File: config.mk
export PLATFORM = sky130hd
export DESIGN_NAME = stdp_weight_pipe
export DESIGN_NICKNAME = d
export VERILOG_FILES = /design/src/rtl/stdp_pkg.sv /design/src/rtl/stdp_sat_update.sv /design/src/rtl/stdp_weight_pipe.sv
export SDC_FILE = /design/constraint.sdc
export NUM_CORES = 1
export LEC_CHECK = 0
export CAP_MARGIN = 10
export CORE_AREA = 2 2 141 143
export CTS_CLUSTER_DIAMETER = 150
export CTS_CLUSTER_SIZE = 10
export DETAILED_ROUTE_END_ITERATION = 6
export DIE_AREA = 0 0 143 145
export GPL_ROUTABILITY_DRIVEN = 0
export HOLD_SLACK_MARGIN = 0.03
export PLACE_DENSITY = 0.75
export SYNTH_ARGS = -nofsm -noshare
export SYNTH_HDL_FRONTEND = slang
export SYNTH_SLANG_ARGS = --single-unit
File: constraint.sdc
create_clock -name clk -period 8.55 [get_ports clk]
set_input_delay 1.2825 -clock clk [delete_from_list [all_inputs] [get_ports clk]]
set_output_delay 1.2825 -clock clk [all_outputs]
set_load 0.02 [all_outputs]
File: src/rtl/stdp_pkg.sv
// Shared constants, FSM encoding and a small range helper for the STDP weight pipeline.
package stdp_pkg;

  localparam int N_SYN           = 16;
  localparam int IDX_W           = 4;
  localparam int CYC_W           = 5;
  localparam int WEIGHT_W_DEF    = 8;
  localparam int WEIGHT_INIT_DEF = 64;

  // Sweep timeline: reads 0..15, compute 1..16, writes 2..17, counter advance 0..16.
  localparam logic [CYC_W-1:0] CYC_RD_LAST  = 5'd15;
  localparam logic [CYC_W-1:0] CYC_CMP_LAST = 5'd16;
  localparam logic [CYC_W-1:0] CYC_EN_LAST  = 5'd16;
  localparam logic [CYC_W-1:0] CYC_LAST     = 5'd17;

  typedef enum logic [1:0] {
    IDLE  = 2'd0,
    SWEEP = 2'd1,
    DONE  = 2'd2
  } state_t;

  function automatic logic cyc_in(input logic [CYC_W-1:0] cyc,
                                  input logic [CYC_W-1:0] lo,
                                  input logic [CYC_W-1:0] hi);
    return (cyc >= lo) && (cyc <= hi);
  endfunction

endpackage

File: src/rtl/stdp_sat_update.sv
// Single-synapse STDP rule: potentiate on pre+post, depress on pre alone, clamp to range.
module stdp_sat_update
  import stdp_pkg::*;
#(
  parameter int WEIGHT_W = WEIGHT_W_DEF
) (
  input  logic [WEIGHT_W-1:0] w,
  input  logic [WEIGHT_W-1:0] ltp_step,
  input  logic [WEIGHT_W-1:0] ltd_step,
  input  logic                pre,
  input  logic                post,
  output logic [WEIGHT_W-1:0] w_new
);

  logic [WEIGHT_W:0] sum;
  logic [WEIGHT_W:0] diff;

  // The extra top bit is the carry on potentiation and the borrow on depression.
  always_comb begin
    sum   = {1'b0, w} + {1'b0, ltp_step};
    diff  = {1'b0, w} - {1'b0, ltd_step};
    w_new = w;
    if (pre && post) begin
      w_new = sum[WEIGHT_W] ? '1 : sum[WEIGHT_W-1:0];
    end else if (pre) begin
      w_new = diff[WEIGHT_W] ? '0 : diff[WEIGHT_W-1:0];
    end
  end

endmodule

File: src/rtl/stdp_weight_pipe.sv
// Three-stage read/compute/write sweep over 16 synaptic weights, paced by an external sweep counter.
//
// state | meaning
// IDLE  | waiting for start; weights readable via rd_addr
// SWEEP | cyc 0..17 pipeline sweep, counter advanced on cyc 0..16
// DONE  | one-cycle completion pulse, start ignored
module stdp_weight_pipe
  import stdp_pkg::*;
#(
  parameter int WEIGHT_W    = WEIGHT_W_DEF,
  parameter int WEIGHT_INIT = WEIGHT_INIT_DEF
) (
  input  logic                clk,
  input  logic                rst,
  input  logic                start,
  input  logic [N_SYN-1:0]    pre_spike,
  input  logic                post_spike,
  input  logic [WEIGHT_W-1:0] ltp_step,
  input  logic [WEIGHT_W-1:0] ltd_step,
  input  logic [4:0]          main_counter,
  input  logic [IDX_W-1:0]    counter1,
  input  logic [IDX_W-1:0]    counter2,
  output logic                cnt_enable,
  output logic                busy,
  output logic                done,
  input  logic [IDX_W-1:0]    rd_addr,
  output logic [WEIGHT_W-1:0] rd_data
);

  localparam logic [WEIGHT_W-1:0] INIT_W = WEIGHT_W'(WEIGHT_INIT);

  state_t state, state_nxt;
  logic [CYC_W-1:0] cyc;
  logic accept;

  logic [N_SYN-1:0]    pre_lat;
  logic                post_lat;
  logic [WEIGHT_W-1:0] ltp_lat;
  logic [WEIGHT_W-1:0] ltd_lat;

  logic [WEIGHT_W-1:0] weights [N_SYN];
  logic [WEIGHT_W-1:0] rd_w;
  logic [WEIGHT_W-1:0] cmp_w;
  logic [WEIGHT_W-1:0] wr_w;
  logic rd_v, cmp_v, wr_v;

  always_ff @(posedge clk or posedge rst) begin
    if (rst) begin
      state <= IDLE;
      cyc   <= '0;
    end else begin
      state <= state_nxt;
      cyc   <= (state == SWEEP && cyc != CYC_LAST) ? cyc + 5'd1 : '0;
    end
  end

  always_comb begin
    state_nxt  = state;
    accept     = 1'b0;
    busy       = 1'b0;
    done       = 1'b0;
    cnt_enable = 1'b0;
    case (state)
      IDLE: begin
        if (start) begin
          state_nxt = SWEEP;
          accept    = 1'b1;
        end
      end
      SWEEP: begin
        busy       = 1'b1;
        cnt_enable = cyc <= CYC_EN_LAST;
        if (cyc == CYC_LAST) state_nxt = DONE;
      end
      DONE: begin
        done      = 1'b1;
        state_nxt = IDLE;
      end
      default: state_nxt = IDLE;
    endcase
  end

  // main_counter[4] only reaches 1 on the final advance, past the last read.
  assign rd_v  = busy && cyc_in(cyc, 5'd0, CYC_RD_LAST) && !main_counter[4];
  assign cmp_v = busy && cyc_in(cyc, 5'd1, CYC_CMP_LAST);
  assign wr_v  = busy && cyc_in(cyc, 5'd2, CYC_LAST);

  always_ff @(posedge clk or posedge rst) begin
    if (rst) begin
      pre_lat  <= '0;
      post_lat <= 1'b0;
      ltp_lat  <= '0;
      ltd_lat  <= '0;
    end else if (accept) begin
      pre_lat  <= pre_spike;
      post_lat <= post_spike;
      ltp_lat  <= ltp_step;
      ltd_lat  <= ltd_step;
    end
  end

  always_ff @(posedge clk or posedge rst) begin
    if (rst) begin
      rd_w <= '0;
    end else if (rd_v) begin
      rd_w <= weights[main_counter[IDX_W-1:0]];
    end
  end

  stdp_sat_update #(.WEIGHT_W(WEIGHT_W)) u_sat_update (
    .w        (rd_w),
    .ltp_step (ltp_lat),
    .ltd_step (ltd_lat),
    .pre      (pre_lat[counter1]),
    .post     (post_lat),
    .w_new    (cmp_w)
  );

  always_ff @(posedge clk or posedge rst) begin
    if (rst) begin
      wr_w <= '0;
    end else if (cmp_v) begin
      wr_w <= cmp_w;
    end
  end

  always_ff @(posedge clk or posedge rst) begin
    if (rst) begin
      for (int i = 0; i < N_SYN; i++) weights[i] <= INIT_W;
    end else if (wr_v) begin
      weights[counter2] <= wr_w;
    end
  end

  // Write-first: a write landing this edge at rd_addr is what the reader sees.
  always_ff @(posedge clk or posedge rst) begin
    if (rst) begin
      rd_data <= '0;
    end else if (wr_v && counter2 == rd_addr) begin
      rd_data <= wr_w;
    end else begin
      rd_data <= weights[rd_addr];
    end
  end

endmodule

=== Word-level counts from Yosys, hierarchy flattened ===
Index checks and enable logic that the tools add are counted.

* Muxes and demuxes: 25
* Div/mod/pow operators: 0
* Multiply operators: 0
* Shift-type cells: 0
* Eq/ne operators: 7
* $lt $le $gt $ge: 11
* $add $sub $neg: 3
* Bitwise gates (word level): 3
* Reduce and logical (&&, ||, !) cells: 14

{| class="wikitable"
|+ Operator list
! kind !! count
|-
| 128-bit bitwise mux || 1
|-
| 8-bit 2-to-1 mux || 10
|-
| 8-bit binary-select mux with 4-bit select || 2
|-
| 8-bit demux with 4-bit select || 1
|-
| 5-bit greater-or-equal comparator (second input constant) || 3
|-
| 4-bit NOT with 5-bit output || 3
|-
| 1-bit logical AND || 11
|-
| 5-bit by 1-bit greater-or-equal comparator with 1-bit output (second input constant) || 2
|-
| 5-bit <= comparator (second input constant) || 2
|-
| 8-bit by 8-bit adder with 9-bit output || 1
|-
| 8-bit by 8-bit subtractor with 9-bit output || 1
|-
| 1-bit 2-to-1 mux || 6
|-
| 5-bit by 1-bit adder with 5-bit output (second input constant) || 1
|-
| 5-bit equality test (second input constant) || 1
|-
| 5-bit by 2-bit greater-or-equal comparator with 1-bit output (second input constant) || 1
|-
| 5-bit by 4-bit <= comparator with 1-bit output (second input constant) || 1
|-
| 4-bit by 5-bit < comparator with 1-bit output (second input constant) || 1
|-
| 5-bit by 1-bit < comparator with 1-bit output (second input constant) || 1
|-
| 5-bit 2-to-1 mux || 1
|-
| 5-bit inequality test (second input constant) || 1
|-
| 1-bit binary-select mux with 4-bit select || 1
|-
| 4-bit equality test || 1
|-
| 2-bit 2-to-1 mux || 2
|-
| 2-bit one-hot mux with 2 select lines || 1
|-
| 7 further kinds || 7
|}

* Bits in registers: 192
* RAM bits: 0
* Input port bits: 53
* Output and inout bits: 11
* Latch bits: 0
* Logic and storage cells: 88
* ROM bits: 0
* Memories: 0

=== Logic depth before layout (Yosys ltp) ===
Gate-level depths: netlist (run 1).

* Depth in word-level cells: 6
* Depth in mapped cells: 11
* Mapped depth without buffers: 11

=== By module ===
Synthesis (run 1) repeated with hierarchy kept, for this count alone.

* Cell total of the unflattened synthesis: 751
* Area total of the unflattened synthesis: 10556.4 µm²

{| class="wikitable"
|+ Modules (own cells, without submodules)
! module !! cells each !! sequential area each (µm²) !! times used !! area an instance (µm²)
|-
| stdp_weight_pipe || 631 || 4824.6 || 1 || 9681.8
|-
| stdp_sat_update || 120 || 0.0 || 1 || 874.6
|}

=== Worst setup path before layout (run 1) ===
OpenSTA, ideal clock, no wires.

* Path kind: input -> register
* Start: input main_counter[0]
* End: register rd_w[0]
* Setup slack: 5.261 ns
* Data required time: 8.425 ns
* Path buffers: 2
* Arrival time: 3.164 ns
* Setup time: 0.125 ns
* Stages on the path: 5
* Cell sequence: clkbuf_1 > buf_1 > mux4_2 > mux4_2 > mux2_2

* Longest elaborated chain between the ends: 4

{| class="wikitable"
|+ RTL lines
! what !! RTL line !! source
|-
| start, declared || stdp_weight_pipe.sv:20 || <nowiki>input logic [4:0] main_counter,</nowiki>
|-
| 4-bit NOT with 5-bit output (not written as such) || stdp_weight_pipe.sv:106 || <nowiki>rd_w <= weights[main_counter[IDX_W-1:0]];</nowiki>
|-
| 8-bit binary-select mux with 4-bit select || stdp_weight_pipe.sv:106 ||
|-
| 8-bit 2-to-1 mux (not written as such) (2 in a row) || stdp_weight_pipe.sv:106 ||
|-
| end signal, assigned || stdp_weight_pipe.sv:106 ||
|-
| end, declared || stdp_weight_pipe.sv:42 || <nowiki>logic [WEIGHT_W-1:0] rd_w;</nowiki>
|}

Every way passes these cells. The select of a mux whose other input is x is not followed.
A chain may end at the register's enable or synchronous reset.

=== Worst setup path after layout (run 1) ===
* Start: input rd_addr[2]
* End: register rd_data[1]

* Longest elaborated chain between the ends: 5
* Elaborated cells on any way between the ends: 7
* Classes of those cells: 1 x eq/ne; 4 x mux; 1 x bitwise; 1 x reduce/logical

{| class="wikitable"
|+ RTL lines
! what !! RTL line !! source
|-
| start, declared || stdp_weight_pipe.sv:26 || <nowiki>input logic [IDX_W-1:0] rd_addr,</nowiki>
|-
| 4-bit NOT with 5-bit output (not written as such) || stdp_weight_pipe.sv:142 || <nowiki>rd_data <= weights[rd_addr];</nowiki>
|-
| 8-bit binary-select mux with 4-bit select || stdp_weight_pipe.sv:142 ||
|-
| 8-bit 2-to-1 mux (not written as such) (2 in a row) || stdp_weight_pipe.sv:142 ||
|-
| 8-bit 2-to-1 mux (*) || stdp_weight_pipe.sv:139 || <nowiki>end else if (wr_v && counter2 == rd_addr) begin</nowiki>
|-
| end signal, assigned || stdp_weight_pipe.sv:140 || <nowiki>rd_data <= wr_w;</nowiki>
|-
| end signal, assigned || stdp_weight_pipe.sv:142 ||
|-
| end, declared || stdp_weight_pipe.sv:27 || <nowiki>output logic [WEIGHT_W-1:0] rd_data</nowiki>
|}

Every way passes the cells marked *; elsewhere a longest branch is shown, timed or not. The select of a mux whose other input is x is not followed.

==> results of run 1 <==
## critical path, stage by stage
cell	delay (ns)
clkdlybuf4s50_1	0.92
xor2_1	0.36
nor4_1	0.38
nand2_1	0.39
mux2_2	0.41
## kinds of logic after synthesis
group	after synthesis	share of synthesized area (%)
AO/OA/AOI/OAI	65	4.282
AND/OR/NAND/NOR	78	4.209
flip-flops	192	47.18
buffers and inverters	58	2.325
adder cells (fa/ha/maj)	23	2.961
multiplexers	255	37.59
XOR/XNOR	17	1.456
## layer usage
metal / track usage, % / vias up
met5: 0 / -
met4: 6.980 / 0
met3: 4.983 / 30
met2: 40.10 / 183
met1: 32.60 / 3255
li1: - / 2743
## cell usage after synthesis (all sizes together) (2+ instances only)
cell,count,share of area [%]
o21ai,22,1.1
xnor2,8,0.69
o21bai,2,0.15
inv,19,0.70
nand3,6,0.29
nor2b,4,0.24
a41oi,3,0.26
fa,2,0.39
a21o,4,0.29
o311a,2,0.20
and2b,2,0.15
nor3,2,0.21
a211oi,3,0.27
mux2,170,19
o311ai,5,0.43
dfstp,16,4.1
a21oi,12,0.59
o22a,4,0.34
nand3b,5,0.49
dfrtp,176,43
nor2,29,1.3
nand2b,7,0.43
o211ai,2,0.15
xor2,9,0.77
o32a,2,0.20
nand2,15,0.55
buf,21,0.97
clkbuf,18,0.66
ha,21,2.6
nor3b,2,0.20
and3,2,0.12
mux4,85,19
nor4,2,0.12
## power by group
group	total (W)	internal [W]	leakage [nW]	switching [W]
logic	0.00138	0.000795	2.27	0.000588
registers	0.00161	0.00127	2.42	0.000337
clock network	0.000792	0.000421	0.290	0.000371
total	0.00379	0.00249	4.98	0.00130
## metrics by stage
step | worst slack (ns) | hold WS, ns | power, W | instances
floorplan | 2.067 | 0.4720 | 0.002596 | 688
global placement | 4.659 | 0.4864 | 0.002897 | 984
detailed placement | 4.649 | 0.4894 | 0.002986 | 984
CTS | 5.106 | 0.5056 | 0.003799 | 1016
global route | 4.935 | 0.5114 | 0.004014 | 1016
finish | 5.108 | 0.5020 | 0.003785 | 1016
## state kept, by name (all words and copies together) (netlist names)
name and flops:
state 2, rd_w 8, weights 128, wr_w 8
rd_data 8, ltd_lat 8, post_lat 1, cyc 5
ltp_lat 8, pre_lat 16
## worst paths after layout
path                            startpoint     endpoint  slack, ns  depth (start not counted)
worst max-delay path            rd_addr[2]   rd_data[1]       5.11                          5
worst min-delay path            pre_lat[9]   pre_lat[9]       0.50                          1
worst max register to register      cyc[1]  weights[58]       5.57                          7
worst min register to register  pre_lat[9]   pre_lat[9]       0.50                          1
max in group asynchronous              rst  weights[74]       5.56                          3
min in group asynchronous              rst  pre_lat[13]       1.45                          2
## layout make-up
class	count	area share (%)
tap	265	2.843
inverter	19	0.6544
clock buffer	18	3.765
sequential	192	41.36
timing repair buffer	70	5.771
multi-input combinational	438	44.31
clock inverter	14	1.287
==> out/metrics.yaml, run 1 <==
ctsHoldBuffers: 0
layout_common_cells: "176 x dfrtp_1, 161 x mux2_2, 81 x mux4_2"
synth-edff-count: 0
setup_viol: 0
drt_iter0_markers: 414
period_minus_slack_ns: 3.442
wl_met3_um: 1705
overflow: 0
cts_sinks: 192
yosys_warnings: 0
synth_seq_cells: 192
cp_max_fo: 15
cts.clk_slew.worst_paths_ns: 0.07
fin_util_pct: 60.73
ioPinCount: 64
cp.arrival_ns: 3.76
grt_pass1_vias: 6722
finalMaxSlewViolations: 0
syn-cell-area_um2: 10230
clockRootBuffer: "clkbuf_16"
dpl.hpwl_um: 15260
core_um2: 19210
avgViaCountPerCell: 6.113
clk_latency_ns: 0.44
clk_path_buf_depth: 2
cts_resized: 0
diodes: 0
wl_met1_um: 9538
htreeDepth: 4
finalCritPeriodShare_pct: 40.26
drt-total-wl_um: 23700
initial_utilization_pct: 53.24
finalNetCount: 814
tightestPinTransition_ns: 1.043
grt_pass1_wl_um: 37790
die_width_um: 143
tns_ns: 0
synth_flop_cell: "dfrtp_1"
syn2layout_area_growth_pct: 14.06
finalHoldViolations: 0
wl_met2_um: 12030
ir_worst_vdd_mv: 0.1706
row_count: 51
yosysUniqueCellTypes: 49
path_class: "input pin to register"
placed_cell_area_um2: 11070
drc: 0
finClkSkew_ns: 0.009848
ys_seq_area_share_pct: 47.18
antenna_found_initial: 0
postRouteAntennaNets: 0
drive_above_1_share_pct: 41.81
max_slew_margin_pct: 30.45
wl_per_cell_um: 23.32
final_area_um2: 11660
die_area_um2: 20740
multiInputGateArea_um2: 5169
fmax_mhz: 290.5
grt_max_degree: 122
top_layer: "met4"
drt-pass1-iter-count: 4
layout_commonest_cell: "dfrtp_1"
syn_inst: 688
nFillCells: 1420
endpoint_kind: "register"
maxCapViolCount: 0
syn-num-nets: 764
vias: 6211
cp.required_ns: 8.87
synthArstFlopShare_pct: 100.0
grt_setup_unrepaired: "no"
place.port_buffers: 63
die_y_um: 145
ff_latch_area_um2: 4825
cts-buffers-inserted: 17
outcome: "completed"
p_leak_nw: 4.981
setup.worst_path.start_class: "input pin"
track_usage_pct: 24.24
tritoncts: "done"
cellPowerDensity_nw_per_um2: 324.6
syn_avg_cell_area_um2: 14.86
cts_setup_buffers: 0
hold_class: "register to register"
(Power assumes the default switching activity.)
==> run 2, diff against run 1 <==
==> constraint.sdc (replaced) <==
create_clock -name clk -period 3.4 [get_ports clk]
set_input_delay 0.51 -clock clk [delete_from_list [all_inputs] [get_ports clk]]
set_output_delay 0.51 -clock clk [all_outputs]
set_load 0.02 [all_outputs]
==> out/metrics.yaml, run 2 (synthesis gave the netlist of run 1 again) <==
cts_sinks: 192  # unchanged
cp_cell_sequence: "inv_1 > ha_1 > o21ai_1 > a211oi_2 > nand3_1 > nor2_2 > mux2_2"
seq_power_share_pct: 42.2  # -0.3 points
setup_viol: 0  # unchanged
p_leak_nw: 5.047  # +1.3%
finClkSkew_ns: 0.01133  # +0.001483 ns
ctsHoldBuffers: 0  # unchanged
layout_common_cells: "176 x dfrtp_1, 161 x mux2_2, 81 x mux4_2"
largest_reg_flops: 128  # unchanged
grt_pass1_vias: 6925  # +3.0%
top_regs: "weights (128), pre_lat (16)"
hold_class: "register to register"
die_width_um: 143  # unchanged
initial_utilization_pct: 53.24  # unchanged
cp_max_fo: 8  # -7
cp.required_ns: 3.71  # -5.16 ns
dpl.cell_count: 995  # +1.1%
cellPowerDensity_nw_per_um2: 809.5  # +150%
vias: 6332  # +1.9%
tritoncts: "done"
p_clk_share_pct: 20.8  # about the same
nFillCells: 1413  # -0.49%
grt_max_degree: 98  # -20%
clk_path_buf_depth: 2  # unchanged
cts-buffers-inserted: 17  # unchanged
clockRootBuffer: "clkbuf_16"
cpMaxStageDelayCell: "nor2_2"
p_sw_share_pct: 34.21  # -0.035 points
drt-pass1-iter-count: 4  # unchanged
outcome: "completed"
avgViaCountPerCell: 6.166  # +0.86%
maxCapViolCount: 0  # unchanged
syn2layout_area_growth_pct: 15.51
cp_top_family: "simple AND/OR/NAND/NOR gates"
power.switching_w: 0.003271  # +150%
row_count: 51  # unchanged
tns_ns: 0  # unchanged
cts.clk_slew.worst_paths_ns: 0.07  # about the same
track_usage_pct: 24.24  # about the same
drt_iter0_markers: 423  # +2.2%
cts_setup_buffers: 0  # unchanged
htreeDepth: 4  # unchanged
r2r_slack_ns: 0.50  # -5.07 ns
cpPeakStageDelay_ns: 0.69  # -0.23 ns
layout_commonest_cell: "dfrtp_1"
ir_worst_vdd_mv: 0.4068  # +140%
multiInputGateArea_um2: 5174  # about the same
postRouteAntennaNets: 0  # unchanged
path_class: "register to register"
finalHoldViolations: 0  # unchanged
top_register: "weights"
grt_setup_unrepaired: "no"
finalMaxSlewViolations: 0  # unchanged
core_um2: 19210  # unchanged
drt-total-wl_um: 23740  # +0.20%
die_y_um: 145  # unchanged
drc: 0  # unchanged
cp.arrival_ns: 3.21  # -0.55 ns
finalNetCount: 825  # +1.4%
wl_per_cell_um: 23.12  # -0.87%
period_minus_slack_ns: 2.900
place.port_buffers: 63  # unchanged
dpl.hpwl_um: 15940  # +4.5%
tightestPinTransition_ns: 0.8092  # -0.2340 ns
p_int_w: 0.006292  # +150%
ioPinCount: 64  # unchanged
drive_above_1_share_pct: 42.78  # +0.97 points
ff_latch_area_um2: 4825  # unchanged
clk_latency_ns: 0.43  # about the same
fmax_mhz: 344.9
path_buf_inv: 1  # unchanged
diodes: 0  # unchanged
overflow: 0  # unchanged
antenna_found_initial: 0  # unchanged
max_slew_margin_pct: 46.00  # +16 points
finalCritPeriodShare_pct: 85.28
final_cells: 1027  # +1.1%
fin_util_pct: 61.50  # +0.78 points
setup.worst_path.start_class: "register"
die_area_um2: 20740  # unchanged
endpoint_kind: "register"
grt_pass1_wl_um: 38140  # +0.91%
cts_resized: 0  # unchanged
pwr-share-comb_pct: 37.0  # +0.5 points
[run 2: cell count changes in the layout (fill, tap and decap cells not counted), sizes merged]
| cell | previous run | this run |
|---|---|---|
| clkinv | 7 | 2 |
| buf | 9 | 20 |
| clkinvlp | 1 | 4 |
| clkbuf | 18 | 19 |
| inv | 24 | 25 |
[run 2: layout make-up]
cell class / count / area share (%)
flip-flops and latches: 192 / 40.84
inverters: 19 / 0.6355
repair buffers: 81 / 7.033
clock inverters: 13 / 1.049
multi-input cells: 438 / 43.80
well taps: 265 / 2.807
clock buffers: 19 / 3.834
[run 2: path summary, 6_finish.rpt]
check | end | cells after the start | start
max | weights[36] | 7 | cyc[1]
min | pre_lat[11] | 1 | pre_lat[11]
max reg2reg | weights[36] | 7 | cyc[1]
min reg2reg | pre_lat[11] | 1 | pre_lat[11]
max in group asynchronous | weights[107] | 3 | rst
min in group asynchronous | weights[44] | 3 | rst
[run 2: worst reg2reg max path: stages, from the launching register on]
cell and delay, ns:
dfrtp_1 0.45, inv_1 0.12, ha_1 0.19, o21ai_1 0.10
a211oi_2 0.48, nand3_1 0.33, nor2_2 0.70, mux2_2 0.42
[run 2: power groups by stage]
| stage | registers, W | logic, W | clock network (W) |
|---|---|---|---|
| after global placement | 0.00396 | 0.00337 | 0 |
| after detailed placement | 0.00405 | 0.00351 | 0 |
| after global routing | 0.00416 | 0.00387 | 0.00211 |
| final | 0.00403 | 0.00354 | 0.00199 |
| after floorplan | 0.00371 | 0.00282 | 0 |
| after CTS | 0.00402 | 0.00354 | 0.00202 |
[run 2: stage by stage]
stage / area (um2) / power (W) / worst slack (ns) / hold slack (ns)
floorplan: 10230 / 0.006528 / 0.4266 / 0.4720
global placement: 11240 / 0.007335 / 0.4168 / 0.4884
detailed placement: 11240 / 0.007564 / 0.3311 / 0.4901
CTS: 11810 / 0.009579 / 0.5605 / 0.5039
global route: 11810 / 0.01013 / 0.4445 / 0.5211
finish: 11810 / 0.009563 / 0.5003 / 0.5004
[run 2: metal layers]
layer | GRT usage (%) | up-vias | share of wire, % | routed length [um]
li1 | - | 2760 | - | -
met1 | 32.97 | 3310 | 42 | 10020
met2 | 40.36 | 221 | 51 | 12050
met3 | 4.158 | 41 | 5.2 | 1228
met4 | 6.733 | 0 | 1.9 | 441
met5 | 0 | - | 0 | 0
==> run 3, diff against run 2 <==
--- a/config.mk
+++ b/config.mk
@@ -14,6 +14,7 @@
 export GPL_ROUTABILITY_DRIVEN = 0
 export HOLD_SLACK_MARGIN = 0.03
 export PLACE_DENSITY = 0.75
+export SLEW_MARGIN = 20
 export SYNTH_ARGS = -nofsm -noshare
 export SYNTH_HDL_FRONTEND = slang
 export SYNTH_SLANG_ARGS = --single-unit
==> results of run 3 <==
Final layout, timing and power as in run 2 (identical DEF).
